<file path="src/rtl/lsu_ctrl_if.sv">
// rtl/lsu_ctrl_if.sv - request/response and data-memory signal bundle for lsu_ctrl
interface lsu_ctrl_if;
  logic        req_valid;
  logic        req_ready;
  logic        req_we;
  logic [1:0]  req_size;
  logic        req_unsigned;
  logic [31:0] req_addr;
  logic [31:0] req_wdata;
  logic        resp_valid;
  logic [31:0] resp_rdata;
  logic        resp_err;
  logic        mem_we;
  logic [31:0] mem_addr;
  logic [31:0] mem_wdata;
  logic [31:0] mem_rdata;

  modport slave (
    input  req_valid, req_we, req_size, req_unsigned, req_addr, req_wdata, mem_rdata,
    output req_ready, resp_valid, resp_rdata, resp_err, mem_we, mem_addr, mem_wdata
  );

  modport master (
    output req_valid, req_we, req_size, req_unsigned, req_addr, req_wdata, mem_rdata,
    input  req_ready, resp_valid, resp_rdata, resp_err, mem_we, mem_addr, mem_wdata
  );
endinterface

</file>
<file path="src/rtl/lsu_ctrl.sv">
// rtl/lsu_ctrl.sv - load/store controller: sub-word extension on loads, read-modify-write for sub-word stores
module lsu_ctrl #(
  parameter bit MISALIGN_TRAP = 1'b1
) (
  input  logic       i_clk,
  input  logic       i_rst_n,
  lsu_ctrl_if.slave  bus
);

  typedef enum logic [1:0] {S_IDLE, S_RD, S_WR, S_DONE} state_t;

  state_t      r_state;
  state_t      w_next;
  logic        r_we;
  logic [1:0]  r_size;
  logic        r_uns;
  logic [31:0] r_addr;
  logic [31:0] r_wdata;
  logic [31:0] r_merge;
  logic [31:0] r_rdata;
  logic        r_err;

  logic        w_accept;
  logic        w_misalign;
  logic        w_err_req;
  logic [1:0]  w_size_eff;
  logic [31:0] w_addr_eff;
  logic [31:0] w_addr_word;
  logic [7:0]  w_byte;
  logic [15:0] w_half;
  logic [31:0] w_load_ext;
  logic [31:0] w_merged;

  assign bus.req_ready  = (r_state == S_IDLE) && i_rst_n;
  assign bus.resp_valid = (r_state == S_DONE);
  assign bus.resp_rdata = r_rdata;
  assign bus.resp_err   = r_err;

  assign w_accept    = bus.req_valid && bus.req_ready;
  assign w_misalign  = (bus.req_size == 2'b11) ||
                       (bus.req_size == 2'b01 && bus.req_addr[0]) ||
                       (bus.req_size == 2'b10 && (bus.req_addr[1:0] != 2'b00));
  assign w_err_req   = MISALIGN_TRAP && w_misalign;
  assign w_addr_word = {r_addr[31:2], 2'b00};

  // Without trapping, reserved size degrades to a word and low address bits are masked.
  always_comb begin
    w_size_eff = (bus.req_size == 2'b11) ? 2'b10 : bus.req_size;
    case (w_size_eff)
      2'b00:   w_addr_eff = bus.req_addr;
      2'b01:   w_addr_eff = {bus.req_addr[31:1], 1'b0};
      default: w_addr_eff = {bus.req_addr[31:2], 2'b00};
    endcase
  end

  always_comb begin
    case (r_addr[1:0])
      2'b00:   w_byte = bus.mem_rdata[7:0];
      2'b01:   w_byte = bus.mem_rdata[15:8];
      2'b10:   w_byte = bus.mem_rdata[23:16];
      default: w_byte = bus.mem_rdata[31:24];
    endcase
    w_half = r_addr[1] ? bus.mem_rdata[31:16] : bus.mem_rdata[15:0];
    case (r_size)
      2'b00:   w_load_ext = {{24{~r_uns & w_byte[7]}}, w_byte};
      2'b01:   w_load_ext = {{16{~r_uns & w_half[15]}}, w_half};
      default: w_load_ext = bus.mem_rdata;
    endcase
    w_merged = r_merge;
    case (r_size)
      2'b00: begin
        case (r_addr[1:0])
          2'b00:   w_merged[7:0]   = r_wdata[7:0];
          2'b01:   w_merged[15:8]  = r_wdata[7:0];
          2'b10:   w_merged[23:16] = r_wdata[7:0];
          default: w_merged[31:24] = r_wdata[7:0];
        endcase
      end
      2'b01: begin
        if (r_addr[1]) w_merged[31:16] = r_wdata[15:0];
        else           w_merged[15:0]  = r_wdata[15:0];
      end
      default: w_merged = r_wdata;
    endcase
  end

  always_ff @(posedge i_clk or negedge i_rst_n) begin
    if (!i_rst_n) r_state <= S_IDLE;
    else          r_state <= w_next;
  end

  // mem_we is decoded from state so a reset mid-write kills it immediately.
  always_comb begin
    w_next        = r_state;
    bus.mem_we    = 1'b0;
    bus.mem_addr  = 32'h0;
    bus.mem_wdata = 32'h0;
    case (r_state)
      S_IDLE: begin
        if (w_accept) begin
          if (w_err_req)                 w_next = S_DONE;
          else if (!bus.req_we)          w_next = S_RD;
          else if (w_size_eff == 2'b10)  w_next = S_WR;
          else                           w_next = S_RD;
        end
      end
      S_RD: begin
        bus.mem_addr = w_addr_word;
        w_next       = r_we ? S_WR : S_DONE;
      end
      S_WR: begin
        bus.mem_we    = 1'b1;
        bus.mem_addr  = w_addr_word;
        bus.mem_wdata = w_merged;
        w_next        = S_DONE;
      end
      S_DONE:  w_next = S_IDLE;
      default: w_next = S_IDLE;
    endcase
  end

  always_ff @(posedge i_clk or negedge i_rst_n) begin
    if (!i_rst_n) begin
      r_we    <= 1'b0;
      r_size  <= 2'b00;
      r_uns   <= 1'b0;
      r_addr  <= 32'h0;
      r_wdata <= 32'h0;
      r_merge <= 32'h0;
      r_rdata <= 32'h0;
      r_err   <= 1'b0;
    end else begin
      case (r_state)
        S_IDLE: begin
          if (w_accept) begin
            r_we    <= bus.req_we;
            r_size  <= w_size_eff;
            r_uns   <= bus.req_unsigned;
            r_addr  <= w_addr_eff;
            r_wdata <= bus.req_wdata;
            if (w_err_req) begin
              r_err   <= 1'b1;
              r_rdata <= 32'h0;
            end
          end
        end
        S_RD: begin
          if (r_we) begin
            r_merge <= bus.mem_rdata;
          end else begin
            r_rdata <= w_load_ext;
            r_err   <= 1'b0;
          end
        end
        S_WR: begin
          r_rdata <= 32'h0;
          r_err   <= 1'b0;
        end
        default: ;
      endcase
    end
  end

endmodule

</file>
<file path="src/flat_wrapper.sv">
// flat-port wrapper written by rule: the top's interface ports become plain ports
module lsu_ctrl_flat 
#(
  parameter bit MISALIGN_TRAP = 1'b1
)
  (i_clk, i_rst_n, bus_req_valid, bus_req_we, bus_req_size, bus_req_unsigned, bus_req_addr, bus_req_wdata, bus_mem_rdata, bus_req_ready, bus_resp_valid, bus_resp_rdata, bus_resp_err, bus_mem_we, bus_mem_addr, bus_mem_wdata);
  lsu_ctrl_if bus_i ();
  input  logic i_clk;
  input  logic i_rst_n;
  input wire logic [$bits(bus_i.req_valid)-1:0] bus_req_valid;
  input wire logic [$bits(bus_i.req_we)-1:0] bus_req_we;
  input wire logic [$bits(bus_i.req_size)-1:0] bus_req_size;
  input wire logic [$bits(bus_i.req_unsigned)-1:0] bus_req_unsigned;
  input wire logic [$bits(bus_i.req_addr)-1:0] bus_req_addr;
  input wire logic [$bits(bus_i.req_wdata)-1:0] bus_req_wdata;
  input wire logic [$bits(bus_i.mem_rdata)-1:0] bus_mem_rdata;
  output wire logic [$bits(bus_i.req_ready)-1:0] bus_req_ready;
  output wire logic [$bits(bus_i.resp_valid)-1:0] bus_resp_valid;
  output wire logic [$bits(bus_i.resp_rdata)-1:0] bus_resp_rdata;
  output wire logic [$bits(bus_i.resp_err)-1:0] bus_resp_err;
  output wire logic [$bits(bus_i.mem_we)-1:0] bus_mem_we;
  output wire logic [$bits(bus_i.mem_addr)-1:0] bus_mem_addr;
  output wire logic [$bits(bus_i.mem_wdata)-1:0] bus_mem_wdata;
  assign bus_i.req_valid = bus_req_valid;
  assign bus_i.req_we = bus_req_we;
  assign bus_i.req_size = bus_req_size;
  assign bus_i.req_unsigned = bus_req_unsigned;
  assign bus_i.req_addr = bus_req_addr;
  assign bus_i.req_wdata = bus_req_wdata;
  assign bus_i.mem_rdata = bus_mem_rdata;
  assign bus_req_ready = bus_i.req_ready;
  assign bus_resp_valid = bus_i.resp_valid;
  assign bus_resp_rdata = bus_i.resp_rdata;
  assign bus_resp_err = bus_i.resp_err;
  assign bus_mem_we = bus_i.mem_we;
  assign bus_mem_addr = bus_i.mem_addr;
  assign bus_mem_wdata = bus_i.mem_wdata;
  lsu_ctrl #(.MISALIGN_TRAP(MISALIGN_TRAP)) u_core (.i_clk(i_clk), .i_rst_n(i_rst_n), .bus(bus_i));
endmodule
</file>
<file path="config.mk">
export PLATFORM = sky130hd
export DESIGN_NAME = lsu_ctrl_flat
export DESIGN_NICKNAME = d
export VERILOG_FILES = /design/src/rtl/lsu_ctrl_if.sv /design/src/rtl/lsu_ctrl.sv /design/src/flat_wrapper.sv
export SDC_FILE = /design/constraint.sdc
export NUM_CORES = 1
export LEC_CHECK = 0
export BUFFER_PORTS_ARGS = -buffer_cell sky130_fd_sc_hd__buf_2
export CAP_MARGIN = 10
export CORE_ASPECT_RATIO = 2
export CORE_UTILIZATION = 35
export CTS_CLUSTER_SIZE = 8
export DETAILED_ROUTE_END_ITERATION = 7
export PLACE_DENSITY = 0.68
export SYNTH_ARGS = -nofsm -noshare
export SYNTH_HDL_FRONTEND = slang
export SYNTH_SLANG_ARGS = --single-unit
</file>
<file path="constraint.sdc">
create_clock -name i_clk -period 2.4 [get_ports i_clk]
set_input_delay 0.6 -clock i_clk [delete_from_list [all_inputs] [get_ports i_clk]]
set_output_delay 0.6 -clock i_clk [all_outputs]
set_load 0.03 [all_outputs]
</file>
After elaboration in Yosys (flattened, before gate mapping)
Cells that the tools add are included.
Word-level totals
  register bits: 135
  bits of input ports: 103
  output and inout bits: 100
Operators by class
  equality and inequality tests: 14
  muxes and demuxes: 29
  bitwise logic cells: 3
  reductions and logical operators: 17
Operators by type and width (count)
  32-bit two-way mux: 5
  32-bit one-hot mux with 2 select lines: 2
  32-bit one-hot mux with 3 select lines: 1
  16-bit two-way mux: 3
  8-bit two-way mux: 4
  8-bit one-hot mux with 3 select lines: 1
  2-bit == test, second input constant: 6
  2-bit by 1-bit == test with 1-bit output, second input constant: 5
  2-bit two-way mux: 5
  2-bit logical NOT: 4
  2-bit one-hot mux with 4 select lines: 1
  1-bit two-way mux: 5
  1-bit logical AND: 4
  2-bit by 1-bit != test with 1-bit output, second input constant: 2
  2-bit one-hot mux with 2 select lines: 1
  2-bit AND reduction: 2
  4-bit AND reduction: 1
  1-bit one-hot mux with 3 select lines: 1
  3-bit nonzero test: 1
  3-bit OR reduction: 1
  1-bit bitwise AND: 2
  1-bit logical OR: 2
  2-bit != test, second input constant: 1
  2-bit nonzero test: 1
  2 further kinds: 2

Depth between registers and ports, before layout
Gate-level depths: netlist of run 1.
  depth in word-level cells: 8
  gate-level depth with buffers: 7
  depth with buffers taken out: 6

Least setup slack after synthesis of run 1
OpenSTA, ideal clock, no wires.
  kind: flip-flop to output port
  from: register u_core.r_state[0]
  to: output port bus_mem_wdata[20]
  data arrival time: 2.269 ns
  required time: 1.800 ns
  path slack: -0.469 ns
  cell stages (with the launch flop): 7
  path buffers: 2
  path through: dfrtp_1 > inv_1 > ha_1 > clkbuf_1 > inv_1 > clkbuf_1 > a311oi_1
On the way
  longest elaborated chain between the ends: 2
RTL lines
  start, declared: RTL line lsu_ctrl.sv:12  | state_t r_state;
  start signal, assigned: RTL line lsu_ctrl.sv:89  | else r_state <= w_next;
  2-bit == test: RTL line lsu_ctrl.sv:98  | case (r_state)
  32-bit two-way mux: RTL line lsu_ctrl.sv:98
  end, declared: RTL line flat_wrapper.sv:23  | output wire logic [$bits(bus_i.mem_wdata)-1:0] bus_mem_wdata;
No other way between the ends.

Worst setup path after layout of run 1
  from: register u_core.r_size[0]
  to: output port bus_mem_wdata[30]
On the way
  longest elaborated chain between the ends: 3
  elaborated cells between the ends (all ways): 4
RTL lines
  start, declared: RTL line lsu_ctrl.sv:15  | logic [1:0] r_size;
  start signal, assigned: RTL line lsu_ctrl.sv:137  | r_size <= w_size_eff;
  2-bit by 1-bit == test with 1-bit output or 2-bit logical NOT (tied branches): RTL line lsu_ctrl.sv:70  | case (r_size)
  32-bit one-hot mux with 2 select lines (*): RTL line lsu_ctrl.sv:70
  32-bit two-way mux (*): RTL line lsu_ctrl.sv:98
Every way passes the cells marked *; elsewhere a longest branch is shown, timed or not.

==> results of run 1 <==
registers in the layout (all words and copies together), names as in the netlist:
| signal | count |
|---|---|
| u_core.bus.resp_rdata | 32 |
| u_core.r_addr | 32 |
| u_core.r_merge | 32 |
| u_core.r_wdata | 32 |
| u_core.r_size | 2 |
| u_core.r_state | 2 |
| u_core.bus.resp_err | 1 |
| u_core.r_uns | 1 |
| u_core.r_we | 1 |
cell type report:
cell class | instances | area [um2]
fillers | 1784 | 9620
diodes | 1 | 2.50
flip-flops and latches | 135 | 3380
well taps | 259 | 324
multi-input cells | 411 | 3760
clock inverters | 15 | 154
repair buffers | 252 | 1740
clock buffers | 17 | 425
inverters | 11 | 46.3
repair_timing:
action                     4_1_cts  5_1_grt
setup buffers                   12        6
gates resized for setup        132       30
cloned                           1        0
pin swaps                       28       15
setup endpoints to repair       39       73
cell usage after synthesis, drive strengths merged (6+ instances only):
library cell / number / area [um2]
inv: 9 / 33.8
buf: 16 / 88.8
nand3: 9 / 45.0
and2: 33 / 206
a22o: 8 / 70.1
clkbuf: 33 / 124
nor2: 25 / 93.8
o211a: 24 / 240
a311oi: 8 / 70.1
a211oi: 6 / 45.0
dfrtp: 135 / 3380
nand2: 33 / 124
nor2b: 11 / 68.8
o21ai: 21 / 105
a21oi: 30 / 154
a2bb2oi: 8 / 70.1
mux2: 135 / 1520
a221oi: 9 / 85.1
mux2i: 24 / 240
critical path, stage by stage, from the launching register on:
cell and delay [ns]:
dfrtp_2 0.45, and2_4 0.23, a221oi_1 0.33, o21ai_2 0.17, o211a_1 0.16, buf_6 0.14
logic make-up after synthesis:
logic type               synth area share, %
flip-flops                              48.3
multiplexers                            25.5
AO/OA/AOI/OAI                           12.7
adder cells (fa/ha/maj)                0.894
other                                 0.0536
buffers and inverters                   3.63
AND/OR/NAND/NOR                         8.89
stage by stage:
stage,total power [uW],hold WS [ns],area (um2),util (%)
floorplan,9940,0.304,7100,-
global placement,12400,0.480,8590,44.1
detailed placement,12600,0.486,8590,44.1
CTS,16200,0.365,9700,49.8
global route,17200,0.378,9840,50.6
finish,16400,0.304,9840,50.6
power breakdown:
group	switching [uW]	internal, uW
combinational	5220	4230
clock	1050	1530
sequential	987	3420
how the worst max path moves through the flow:
stage | end | slack (ns)
6_report | bus_mem_wdata[30] | -0.1
5_1_grt | bus_mem_wdata[16] | -0.16
4_1_cts | bus_mem_wdata[16] | -0.12
3_5_place_dp | bus_mem_wdata[28] | -0.06
3_3_place_gp | bus_mem_wdata[28] | -0.04
2_1_floorplan | bus_mem_wdata[17] | -0.14
per-layer routing:
layer	track usage (%)	vias up
met5	0	-
met4	11.9	0
met3	3.70	40
met2	39.0	182
met1	23.5	2907
li1	-	2629
==> impl_results.md, run 1 <==
* Status: finished with violations
* Failing checks: negative setup slack
* Routed len/inst at 19.9 um
* Post-CTS Hold Buffers at 0
* Post-Synthesis Cells at 605
* Placer Congestion at 0.883
* Clk_lat worst skew at 0.42 ns
* R2R depth at 6
* Root buffer cell: clkbuf_16
* Final Setup Violations at 24
* Final HPWL DP at 15800 um
* RSZ-0062 raised after global routing: true
* Cell Area, Synth at 0.00700 mm2
* Tightest Pin Transition at 0.769 ns
* Leakage at 0.00475 uW
* First-pass GRT wire length at 33400 um
* R2R Path Start: u_core.r_addr[1]
* Row count at 72
* Vias in the first global route at 6066
* Critical Path RT at 1.80 ns
* Post-DRT Antenna Nets at 0
* Final period util at 104%
* Max-slew headroom at 48.8%
* Fin. Hold Viols at 0
* Pre-Repair DR Iteration Count at 5
* Initial DRC count at 270
* Drt total wl at 21900 um
* Most common cell after layout, fill and taps aside: buf_2
* Type of destination of the critical path: primary output
* Vias at 5758
* Ys async rst share at 100%
* CTS sink cnt at 135
* DRT met1 WL at 8070 um
* Top_reg_cell synth: dfrtp_1
* Die H at 202 um
* Setup TNS at -1.11 ns
* Yosys reg bits at 135
* Area Overhead vs Synth at 40.6%
* Full die area at 0.0206 mm2
* Core Area at 0.0195 mm2
* Power per cell area at 1670 mW/mm2
* Mean post-synth cell area at 11.6 um2
* Register area share after synthesis at 48.3%
* Starting Density at 36.0%
* Synth warn at 0
* CTS buffer count at 17
* Crit start category: flop
* Drt drc at 0
* Slew Limit Fails at 0
* Nets at 936
* Final min period at 2.50 ns
* WL met2 at 12100 um
* Die X-Extent at 102 um
* Pre-CTS setup slack at -0.0576 ns
* Peak supply drop at 0.00108 V
* Post-route insts no fill at 1101
* Gr usage total at 21.7%
* Largest net degree at the start of global routing at 136
* Worst min-delay path category: in2async
* Crit path kind: reg2out
* Input/output buffers at 200
* Total of max-cap violations at 0
* Crit path DAT at 1.90 ns
* Highest routed metal layer: met4
* Wire length on met3 at 849 um
* Initial antenna violation count at 1
* Cells after DPL at 1054
* Distinct cells, synth at 42
* CP max FO at 8
* CP Launch Point: u_core.r_size[0]
* Total grt overflow at 0
* CTS tree: yes
* Most frequent cells in the layout: buf_2 (158), mux2_2 (134), dfrtp_1 (132)
* Worst Setup Slack, final at -0.0973 ns
* Vias per cell at 5.23
* FF-to-FF End: u_core.bus.resp_rdata[25]
* Peak Freq at 400 MHz
* Worst Skew at 0.00629 ns
* Reg-to-reg setup timing slack at 0.07 ns
* Htree depth at 4
* Worst-case clock buffer depth at 2
* Clock-pin slew on the worst setup and hold paths at 0.06 ns
* Share of cells above drive strength 1 at 58.5%
* EDFF count, synth at 0
* I/O pins at 203
(Power assumes the default switching activity.)
==> run 2, diff against run 1 <==
--- a/config.mk
+++ b/config.mk
@@ -7,5 +7,4 @@
 export LEC_CHECK = 0
 export BUFFER_PORTS_ARGS = -buffer_cell sky130_fd_sc_hd__buf_2
-export CAP_MARGIN = 10
 export CORE_ASPECT_RATIO = 2
 export CORE_UTILIZATION = 35
==> constraint.sdc (replaced) <==
create_clock -name i_clk -period 2.4 [get_ports i_clk]
set_input_delay 0.12 -clock i_clk [delete_from_list [all_inputs] [get_ports i_clk]]
set_output_delay 0.12 -clock i_clk [all_outputs]
set_load 0.03 [all_outputs]
==> run 2 against run 1 <==
The flow now finishes without violations. Hold slack worse by 0.29 ns. Worst setup slack improved by 0.20 ns. Critical path type unchanged. Critical path depth did not move. Highest routed layer unchanged. Total power is 8.3% lower.
==> impl_results.md, run 2 (synthesis results as in run 1) <==
* Initial antenna violation count at 1 (unchanged)
* CTS tree: yes
* Worst path depth at 5 (unchanged)
* Drt total wl at 21800 um (-0.25%)
* Slew Limit Fails at 0 (unchanged)
* Grt met2 use at 37.7% (-1.3 points)
* Power per cell area at 1520 mW/mm2 (-8.9%)
* Drt drc at 0 (unchanged)
* Gr usage total at 22.0% (+0.26 points)
* Total of max-cap violations at 0 (unchanged)
* Area Overhead vs Synth at 41.5%
* CP top delay family: simple AND/OR/NAND/NOR gates
* Most common cell on crit path: nand2_1
* Max-slew headroom at 50.7% (+1.9 points)
* CP max FO at 11 (+3)
* CP cell instances: nand2b_2 > nand2_1 > nand2_1 > a311oi_2 > buf_2
* Placer Congestion at 0.840 (-4.8%)
* Final min period at 2.30 ns (-0.202 ns)
* I/O pins at 203 (unchanged)
* Placed cell areas at 0.00834 mm2 (-2.9%)
* Crit path kind: reg2out
* Final Instance Area at 0.00990 mm2 (+0.64%)
* Crit path largest cell delay at 0.46 ns (about the same)
* Post-Route Utilization at 50.9% (+0.32 points)
* Peak supply drop at 0.000934 V (-13%)
* Status: completed
* GRT met1 Usage at 23.3% (-0.26 points)
* Most frequent cells in the layout: buf_2 (199), mux2_2 (134), dfrtp_1 (133)
* Total grt overflow at 0 (unchanged)
* Clock-pin slew on the worst setup and hold paths at 0.06 ns (about the same)
* Post-route insts no fill at 1162 (+5.5%)
* Vias per cell at 5.09 (-2.7%)
* Full die area at 0.0206 mm2 (unchanged)
* Pre-Repair DR Iteration Count at 4 (-1)
* Share of cells above drive strength 1 at 45.2% (-13 points)
* Pre-CTS setup slack at 0.350 ns (+0.407 ns)
* Buf/Inv on CP at 1 (unchanged)
* Critical Path RT at 2.28 ns (+0.48 ns)
* Worst min-delay path category: in2reg
* CTS sink cnt at 135 (unchanged)
* R2R depth at 4 (-2)
* Vias in the first global route at 6228 (+2.7%)
* GR Layer Usage met3 at 3.98% (+0.28 points)
* Final HPWL DP at 15800 um (-0.49%)
* Worst Skew at 0.00615 ns (-0.000136 ns)
* Input/output buffers at 200 (unchanged)
* Most used routing layer: met2
* Tightest Pin Transition at 0.739 ns (-0.0291 ns)
* Core Area at 0.0195 mm2 (unchanged)
* Final period util at 95.6% (-8.4 points)
* Crit start category: flop
* Layout fillers at 1795 (+0.62%)
* Nets at 997 (+6.5%)
* Crit path DAT at 2.18 ns (+0.28 ns)
* CTS buffer count at 17 (unchanged)
* Worst Setup Slack, final at 0.105 ns (+0.202 ns)
* Die X-Extent at 102 um (unchanged)
* Most common cell after layout, fill and taps aside: buf_2
* Reg-to-reg setup timing slack at 0.34 ns (+0.27 ns)
* Type of destination of the critical path: primary output
* Peak Freq at 436 MHz (+8.8%)
* Initial DRC count at 233 (-14%)
* First-pass GRT wire length at 33800 um (+1.2%)
* Cells after DPL at 1039 (-1.4%)
* Htree depth at 4 (unchanged)
* Leakage at 0.00489 uW (+3.1%)
* Slowest-stage cell, CP: dfrtp_1
* Setup TNS at 0 ns (+1.11 ns)
* Routed len/inst at 18.8 um (-5.5%)
* Vias at 5913 (+2.7%)
* RSZ-0062 raised after global routing: false
* Worst-case clock buffer depth at 2 (unchanged)
* Clk_lat worst skew at 0.41 ns (about the same)
* Die H at 202 um (unchanged)
* Row count at 72 (unchanged)
* Starting Density at 36.0% (unchanged)
* Largest net degree at the start of global routing at 137 (+0.74%)
* Final Setup Violations at 0 (-100%)
* Root buffer cell: clkbuf_16
* Post-DRT Antenna Nets at 0 (unchanged)
* Hold Crit Depth at 2
* Fin. Hold Viols at 0 (unchanged)
-- run 2: changes by cell type in the layout (fill, tap and decap cells not counted), sizes merged --
cell         before  now
inv              11   10
bufinv            2    4
dlygate4sd3       0   88
buf             247  225
clkinv            9    7
clkbuf           22   17
clkinvlp          4    5
-- run 2: report_power, final --
group,internal [uW],leakage [uW],switching (uW)
registers,3420,0.00166,904
clock network,1740,0.000295,1030
logic,3280,0.00294,4690
-- run 2: layout make-up --
type	instances	area [um2]	share of cell area [%]
antenna	1	2.50	0.0253
timing repair buffer	313	2100	21.3
clock buffer	17	425	4.30
clock inverter	15	204	2.06
tap	259	324	3.27
multi-input combinational	411	3410	34.5
sequential	135	3380	34.2
inverter	11	45.0	0.455
-- run 2: per-layer routing --
metal | part of all wire (%) | wire [um]
met4 | 6.7 | 1470
met1 | 36 | 7830
met3 | 4.2 | 927
met5 | 0 | 0
met2 | 53 | 11600
-- run 2: through the flow --
step / hold slack, ns / total power, uW
after global placement: 0.322 / 12000
final: 0.0157 / 15100
after floorplan: -0.176 / 9760
after CTS: 0.00343 / 15100
after detailed placement: 0.326 / 12100
after global routing: 0.00751 / 15900
-- run 2: path summary, 6_finish.rpt --
path,to,startpoint
setup / recovery,bus_mem_wdata[17],u_core.r_size[0]
hold / removal,u_core.r_addr[0],bus_req_size[0]
setup reg to reg,u_core.bus.resp_rdata[30],u_core.r_addr[1]
hold reg to reg,u_core.r_addr[28],u_core.r_addr[28]
max in group asynchronous,u_core.r_addr[0],i_rst_n
min in group asynchronous,u_core.r_wdata[28],i_rst_n
-- run 2: what timing repair did --
action                                  4_1_cts  5_1_grt
hold endpoints to repair                    222        0
buffers inserted                              0        2
endpoints found under the setup margin        3       23
resized for setup                             2       11
hold buffers                                 88        0
